`src/rtl/text_pkg.sv`:
```
// Shared constants and state encoding for the single-line text renderer.
// Latency: none (definitions only).
// Backpressure: not applicable.
package text_pkg;

  localparam logic [6:0] ASCII_SPACE  = 7'h20;
  localparam logic [6:0] ASCII_BS     = 7'h08;
  localparam logic [6:0] ASCII_CURSOR = 7'h5F;

  typedef enum logic {
    ST_IDLE  = 1'b0,
    ST_CLEAR = 1'b1
  } state_t;

endpackage

```
`src/rtl/text_char_buffer.sv`:
```
// Character cell storage: one synchronous write port, one combinational read port.
// Latency: read is combinational; a write lands on the next rising edge.
// Backpressure: none; a same-cycle read of the cell being written returns the old value.
module text_char_buffer
  import text_pkg::*;
#(
  parameter int DEPTH = 16,
  parameter int AW    = 4
) (
  input  logic          clk,
  input  logic          rst_n,
  input  logic          i_we,
  input  logic [AW-1:0] i_waddr,
  input  logic [6:0]    i_wdata,
  input  logic [AW-1:0] i_raddr,
  output logic [6:0]    o_rdata
);

  logic [6:0] r_mem [DEPTH];

  // Cell storage: every entry reverts to a space on reset.
  always_ff @(posedge clk or negedge rst_n) begin
    if (!rst_n) begin
      for (int i = 0; i < DEPTH; i++) begin
        r_mem[i] <= ASCII_SPACE;
      end
    end else if (i_we) begin
      r_mem[i_waddr] <= i_wdata;
    end
  end

  assign o_rdata = r_mem[i_raddr];

endmodule

```
`src/rtl/text_line_renderer.sv`:
```
// Single line of text: append/backspace/clear editing plus per-pixel glyph lookup with blinking cursor.
// Latency: render outputs 1 clock after x/y; a write or backspace shows up in the buffer on the next edge.
// Backpressure: wr_ready low while clearing, while wr_clear is pulsed, and for non-backspace writes when full.
module text_line_renderer
  import text_pkg::*;
#(
  parameter int NUM_CHARS    = 16,
  parameter int CHAR_W       = 16,
  parameter int CHAR_H       = 32,
  parameter int BLINK_FRAMES = 30
) (
  input  logic                           clk,
  input  logic                           reset,
  input  logic                           wr_valid,
  output logic                           wr_ready,
  input  logic [6:0]                     wr_char,
  input  logic                           wr_clear,
  input  logic                           frame_start,
  input  logic [9:0]                     x_desired,
  input  logic [9:0]                     y_desired,
  input  logic [9:0]                     x,
  input  logic [9:0]                     y,
  output logic [6:0]                     asciiData,
  output logic [$clog2(CHAR_W)-1:0]      glyph_col,
  output logic [$clog2(CHAR_H)-1:0]      glyph_row,
  output logic                           displayContents,
  output logic [$clog2(NUM_CHARS+1)-1:0] wr_ptr_o
);

  localparam int PW = $clog2(NUM_CHARS + 1);
  localparam int AW = (NUM_CHARS > 1) ? $clog2(NUM_CHARS) : 1;
  localparam int CW = $clog2(CHAR_W);
  localparam int RW = $clog2(CHAR_H);
  localparam int BW = (BLINK_FRAMES > 1) ? $clog2(BLINK_FRAMES) : 1;

  localparam logic [10:0]   SPAN_X    = 11'(NUM_CHARS * CHAR_W);
  localparam logic [10:0]   SPAN_Y    = 11'(CHAR_H);
  localparam logic [PW-1:0] PTR_FULL  = PW'(NUM_CHARS);
  localparam logic [AW-1:0] LAST_IDX  = AW'(NUM_CHARS - 1);
  localparam logic [BW-1:0] BLINK_TOP = BW'(BLINK_FRAMES - 1);

  state_t        r_state;
  logic [PW-1:0] r_wr_ptr;
  logic [AW-1:0] r_clr_idx;
  logic [BW-1:0] r_blink_cnt;
  logic          r_cursor_on;

  logic          w_is_bs;
  logic          w_accept;
  logic          w_buf_we;
  logic [AW-1:0] w_buf_waddr;
  logic [6:0]    w_buf_wdata;
  logic [AW-1:0] w_buf_raddr;
  logic [6:0]    w_buf_rdata;

  logic [10:0]   w_x11, w_y11, w_xd11, w_yd11;
  logic [10:0]   w_dx, w_dy, w_cell;
  logic          w_active;
  logic          w_cursor_hit;

  assign w_is_bs  = (wr_char == ASCII_BS);
  // Gated by reset so the block never advertises readiness while held in reset.
  assign wr_ready = reset && (r_state == ST_IDLE) && !wr_clear &&
                    ((r_wr_ptr < PTR_FULL) || w_is_bs);
  assign w_accept = wr_valid && wr_ready;
  assign wr_ptr_o = r_wr_ptr;

  // Buffer write source: the clear sweep owns the port; otherwise accepted characters or backspaces.
  always_comb begin
    w_buf_we    = 1'b0;
    w_buf_waddr = r_clr_idx;
    w_buf_wdata = ASCII_SPACE;
    if (r_state == ST_CLEAR) begin
      w_buf_we = 1'b1;
    end else if (w_accept) begin
      if (w_is_bs) begin
        w_buf_we    = (r_wr_ptr != '0);
        w_buf_waddr = AW'(r_wr_ptr - 1'b1);
      end else begin
        w_buf_we    = 1'b1;
        w_buf_waddr = AW'(r_wr_ptr);
        w_buf_wdata = wr_char;
      end
    end
  end

  // Editing FSM: clear request always wins and restarts the sweep from entry 0.
  always_ff @(posedge clk or negedge reset) begin
    if (!reset) begin
      r_state   <= ST_IDLE;
      r_wr_ptr  <= '0;
      r_clr_idx <= '0;
    end else if (wr_clear) begin
      r_state   <= ST_CLEAR;
      r_wr_ptr  <= '0;
      r_clr_idx <= '0;
    end else begin
      case (r_state)
        ST_IDLE: begin
          if (w_accept) begin
            if (!w_is_bs) begin
              r_wr_ptr <= r_wr_ptr + 1'b1;
            end else if (r_wr_ptr != '0) begin
              r_wr_ptr <= r_wr_ptr - 1'b1;
            end
          end
        end
        ST_CLEAR: begin
          if (r_clr_idx == LAST_IDX) begin
            r_state   <= ST_IDLE;
            r_clr_idx <= '0;
          end else begin
            r_clr_idx <= r_clr_idx + 1'b1;
          end
        end
        default: r_state <= ST_IDLE;
      endcase
    end
  end

  // Cursor blink: toggle visibility every BLINK_FRAMES frame pulses.
  always_ff @(posedge clk or negedge reset) begin
    if (!reset) begin
      r_blink_cnt <= '0;
      r_cursor_on <= 1'b0;
    end else if (frame_start) begin
      if (r_blink_cnt == BLINK_TOP) begin
        r_blink_cnt <= '0;
        r_cursor_on <= !r_cursor_on;
      end else begin
        r_blink_cnt <= r_blink_cnt + 1'b1;
      end
    end
  end

  text_char_buffer #(
    .DEPTH (NUM_CHARS),
    .AW    (AW)
  ) u_buf (
    .clk     (clk),
    .rst_n   (reset),
    .i_we    (w_buf_we),
    .i_waddr (w_buf_waddr),
    .i_wdata (w_buf_wdata),
    .i_raddr (w_buf_raddr),
    .o_rdata (w_buf_rdata)
  );

  // Region math is widened to 11 bits so a line placed near 1023 does not wrap back to x=0.
  assign w_x11    = {1'b0, x};
  assign w_y11    = {1'b0, y};
  assign w_xd11   = {1'b0, x_desired};
  assign w_yd11   = {1'b0, y_desired};
  assign w_dx     = w_x11 - w_xd11;
  assign w_dy     = w_y11 - w_yd11;
  assign w_active = (w_x11 >= w_xd11) && (w_x11 < w_xd11 + SPAN_X) &&
                    (w_y11 >= w_yd11) && (w_y11 < w_yd11 + SPAN_Y);
  assign w_cell      = w_dx >> CW;
  assign w_buf_raddr = AW'(w_cell);
  assign w_cursor_hit = r_cursor_on && (r_state == ST_IDLE) &&
                        (r_wr_ptr < PTR_FULL) && (w_cell == 11'(r_wr_ptr));

  // Registered pixel lookup: cell character (or cursor) plus position within the glyph.
  always_ff @(posedge clk or negedge reset) begin
    if (!reset) begin
      asciiData       <= ASCII_SPACE;
      glyph_col       <= '0;
      glyph_row       <= '0;
      displayContents <= 1'b0;
    end else if (w_active) begin
      asciiData       <= w_cursor_hit ? ASCII_CURSOR : w_buf_rdata;
      glyph_col       <= CW'(w_dx);
      glyph_row       <= RW'(w_dy);
      displayContents <= 1'b1;
    end else begin
      asciiData       <= ASCII_SPACE;
      glyph_col       <= '0;
      glyph_row       <= '0;
      displayContents <= 1'b0;
    end
  end

endmodule
```
`config.mk`:
```
export PLATFORM = sky130hd
export DESIGN_NAME = text_line_renderer
export DESIGN_NICKNAME = d
export VERILOG_FILES = /design/src/rtl/text_pkg.sv /design/src/rtl/text_char_buffer.sv /design/src/rtl/text_line_renderer.sv
export SDC_FILE = /design/constraint.sdc
export NUM_CORES = 1
export LEC_CHECK = 0
export ABC_CLOCK_PERIOD_IN_PS = 2700
export CAP_MARGIN = 10
export CORE_MARGIN = 4
export CORE_UTILIZATION = 43
export DETAILED_ROUTE_END_ITERATION = 16
export PLACE_DENSITY = 0.69
export SYNTH_ARGS = -nofsm -noshare
export SYNTH_HDL_FRONTEND = slang
export SYNTH_HIERARCHICAL = 1
export SYNTH_SLANG_ARGS = --single-unit
```
`constraint.sdc`:
```
create_clock -name clk -period 2.7 [get_ports clk]
set_clock_uncertainty 0.15 [all_clocks]
set_input_delay 0.675 -clock clk [delete_from_list [all_inputs] [get_ports clk]]
set_output_delay 0.675 -clock clk [all_outputs]
set_load 0.02 [all_outputs]
```
==> results.sh <==
export IMPL_total_leakage_power_nw=5.65
export IMPL_final_util=0.684
export IMPL_final_cell_mix="128 x dfrtp_1, 102 x buf_4, 98 x mux2_4"
export IMPL_drtPass1Iterations=5
export IMPL_drc_errors=0
export IMPL_endpoint_kind="flop"
export IMPL_syn_inst=639
export IMPL_syn_area_per_cell_um2=12.5
export IMPL_clk_latency_ps=430
export IMPL_dp_hpwl_mm=15.6
export IMPL_core_um2=18100
export IMPL_fillCellCount=1141
export IMPL_critical_path_class="in2reg"
export IMPL_h_tree_depth=4
export IMPL_synth_largest_area_cell="dfrtp_1"
export IMPL_period_share=1.14
export IMPL_ant_nets=0
export IMPL_tightest_slew_ps=782
export IMPL_antenna_found_initial=0
export IMPL_die_h_um=144
export IMPL_drtIter0Drc=384
export IMPL_port_buffers=74
export IMPL_hold_viol=0
export IMPL_grt_overflow=0
export IMPL_worstPathMaxFanout=7
export IMPL_num_io_pins=75
export IMPL_drt_wl_total_mm=24.2
export IMPL_setup_viol_count_final=76
export IMPL_rsz0062_at_grt="true"
export IMPL_tritoncts_num_buffers=17
export IMPL_grt_pass1_wl_mm=37.5
export IMPL_synthArstFlopShare=1.00
export IMPL_max_freq_mhz=326
export IMPL_grt_pass1_vias=6929
export IMPL_yosys_warnings=6
export IMPL_slew_viol_final=0
export IMPL_syn_area_um2=8000
export IMPL_ir_worst_vdd_uv=411
export IMPL_status="finished, violations left"
export IMPL_row_count=49
export IMPL_synth_fp_nets=728
export IMPL_fin_crit_ps=3070
export IMPL_clock_tree_root_cell="clkbuf_16"
export IMPL_track_usage=0.232
export IMPL_dieArea_um2=20800
export IMPL_arrival_ps=3240
export IMPL_synth_seq_cells=145
export IMPL_cts_path_max_buffers=2
export IMPL_seq_area_frac_synth=0.456
export IMPL_wire_per_inst_um=21.9
export IMPL_mostFrequentLayoutCell="dfrtp_1"
export IMPL_yosysTopAreaCellShare=0.400
export IMPL_cts_tree="done"
export IMPL_max_slew_margin=0.479
export IMPL_drv_cap=0
export IMPL_clock_sinks=145
export IMPL_vias=6342
export IMPL_die_w_um=144
export IMPL_drive_gt1_frac=0.571
export IMPL_nets=952
export IMPL_synth_area_leaders="dfrtp_1 40%, mux2_2 15%, mux4_2 7.9%"
export IMPL_pwr_density_cell_nw_per_um2=503
export IMPL_hp_class="in2async"
export IMPL_viasPerCell=5.74
export IMPL_start_kind="primary input"
export IMPL_violations="setup timing"
export IMPL_setup_ws_ps=-370
export IMPL_required_ps=2870
export IMPL_initial_utilization=0.441
export IMPL_grt_max_degree=64
export IMPL_n_antenna_cell=0
export IMPL_synthFlopType="dfrtp_1"
export IMPL_finalPower_mw=6.24
export IMPL_synth_edf_count=0
export IMPL_area_delta_synth_final_pct=55.1
export IMPL_ys_types=66
export IMPL_gp_congestion=0.872
export IMPL_clk_pin_slew_worst_paths_ps=60
## Yosys cell counts (all sizes together), types with 2 or more instances
cell,instances
o21a,3
xnor2,13
a2111oi,2
a22oi,14
nor4,4
nand3,11
dfrtp,128
nor2,30
xor2,8
nand2b,10
ha,35
nor3b,3
a21o,12
fa,2
and2,4
mux2i,4
a21oi,14
o21ai,14
dfstp,17
or3,3
buf,15
nand2,34
nor3,22
and3,7
clkbuf,15
o22ai,5
mux4,28
nand3b,4
or4,4
nor4b,2
nand4,3
inv,30
o2111ai,2
nor2b,4
a31oi,2
a211oi,7
mux2,112
## report_power, final
part           total, mW  switching, mW  internal, mW  leakage [nW]
Combinational       1.53          0.722         0.813          3.43
Clock               2.34           1.03          1.30         0.278
Sequential          2.37         0.0790          2.29          1.94
Total               6.24           1.83          4.41          5.65
## area by class of cell
| class | count | area, um2 | area share |
|---|---|---|---|
| Clock buffer | 18 | 429 | 0.0346 |
| Clock inverter | 14 | 150 | 0.0121 |
| Inverter | 30 | 133 | 0.0107 |
| Multi-Input combinational cell | 435 | 5310 | 0.428 |
| Sequential cell | 145 | 3650 | 0.294 |
| Tap cell | 229 | 287 | 0.0231 |
| Timing Repair Buffer | 234 | 2450 | 0.197 |
## timing repair
action | in CTS | in global routing
setup endpoints to repair | 130 | 129
cloned | 5 | 0
gates resized for setup | 168 | 62
setup buffers | 32 | 15
hold buffers | 0 | 0
pin swaps | 60 | 49
endpoints found under the hold margin | 0 | 0
## final timing paths
kind | to | slack [ps] | cells after the start | start
max | asciiData[0] | -370 | 14 | x[0]
min | u_buf/r_mem[93] | 220 | 2 | reset
max reg2reg | u_buf/r_mem[29] | 80 | 11 | wr_ptr_o[0]
min reg2reg | r_cursor_on | 340 | 1 | r_cursor_on
max in group asynchronous | u_buf/r_mem[43] | 950 | 3 | reset
min in group clk | r_cursor_on | 340 | 1 | r_cursor_on
## per-stage QoR
step           instance area [um2]  hold WS (ps)  std cells  setup WS (ps)  TNS (ps)
2_1_floorplan                 8690           229        639           -576    -43900
3_5_place_dp                 10700           341       1025          -1310   -109440
4_1_cts                      12100           245       1094           -356     -4060
3_3_place_gp                 10700           321       1025          -1200   -103730
6_report                     12400           222       1105           -370     -5400
5_1_grt                      12400           265       1105           -432     -9500
## registers in the layout, summed over array words and instances (netlist names), 4 cells and up
signal	cells
asciiData	7
glyph_col	4
glyph_row	5
r_blink_cnt	5
r_clr_idx	4
u_buf/r_mem	112
wr_ptr_o	5
## layer usage
metal | vias to the layer above | routed length [um] | global-route usage
li1 | 2799 | - | -
met1 | 3274 | 10300 | 0.307
met2 | 218 | 12400 | 0.390
met3 | 51 | 1050 | 0.0460
met4 | 0 | 500 | 0.0673
met5 | - | 0 | 0
## kinds of logic after synthesis
| logic type | count (synthesis) | synth area share |
|---|---|---|
| compound gates | 84 | 0.0760 |
| mux | 144 | 0.245 |
| fa+ha+maj | 37 | 0.0598 |
| flops | 145 | 0.456 |
| xor+xnor | 21 | 0.0230 |
| buf+inv | 60 | 0.0343 |
| simple gates | 148 | 0.106 |
## critical path: stages
cell and delay (ps):
buf_8 110, inv_12 40, ha_4 120, inv_2 40, fa_2 370, a21o_4 220
a21oi_4 190, xnor2_4 150, buf_12 160, buf_12 140, mux4_2 520, a22oi_2 270
nand2_1 80, a21o_1 150
Note: power is estimated with default switching activity, not from simulation.
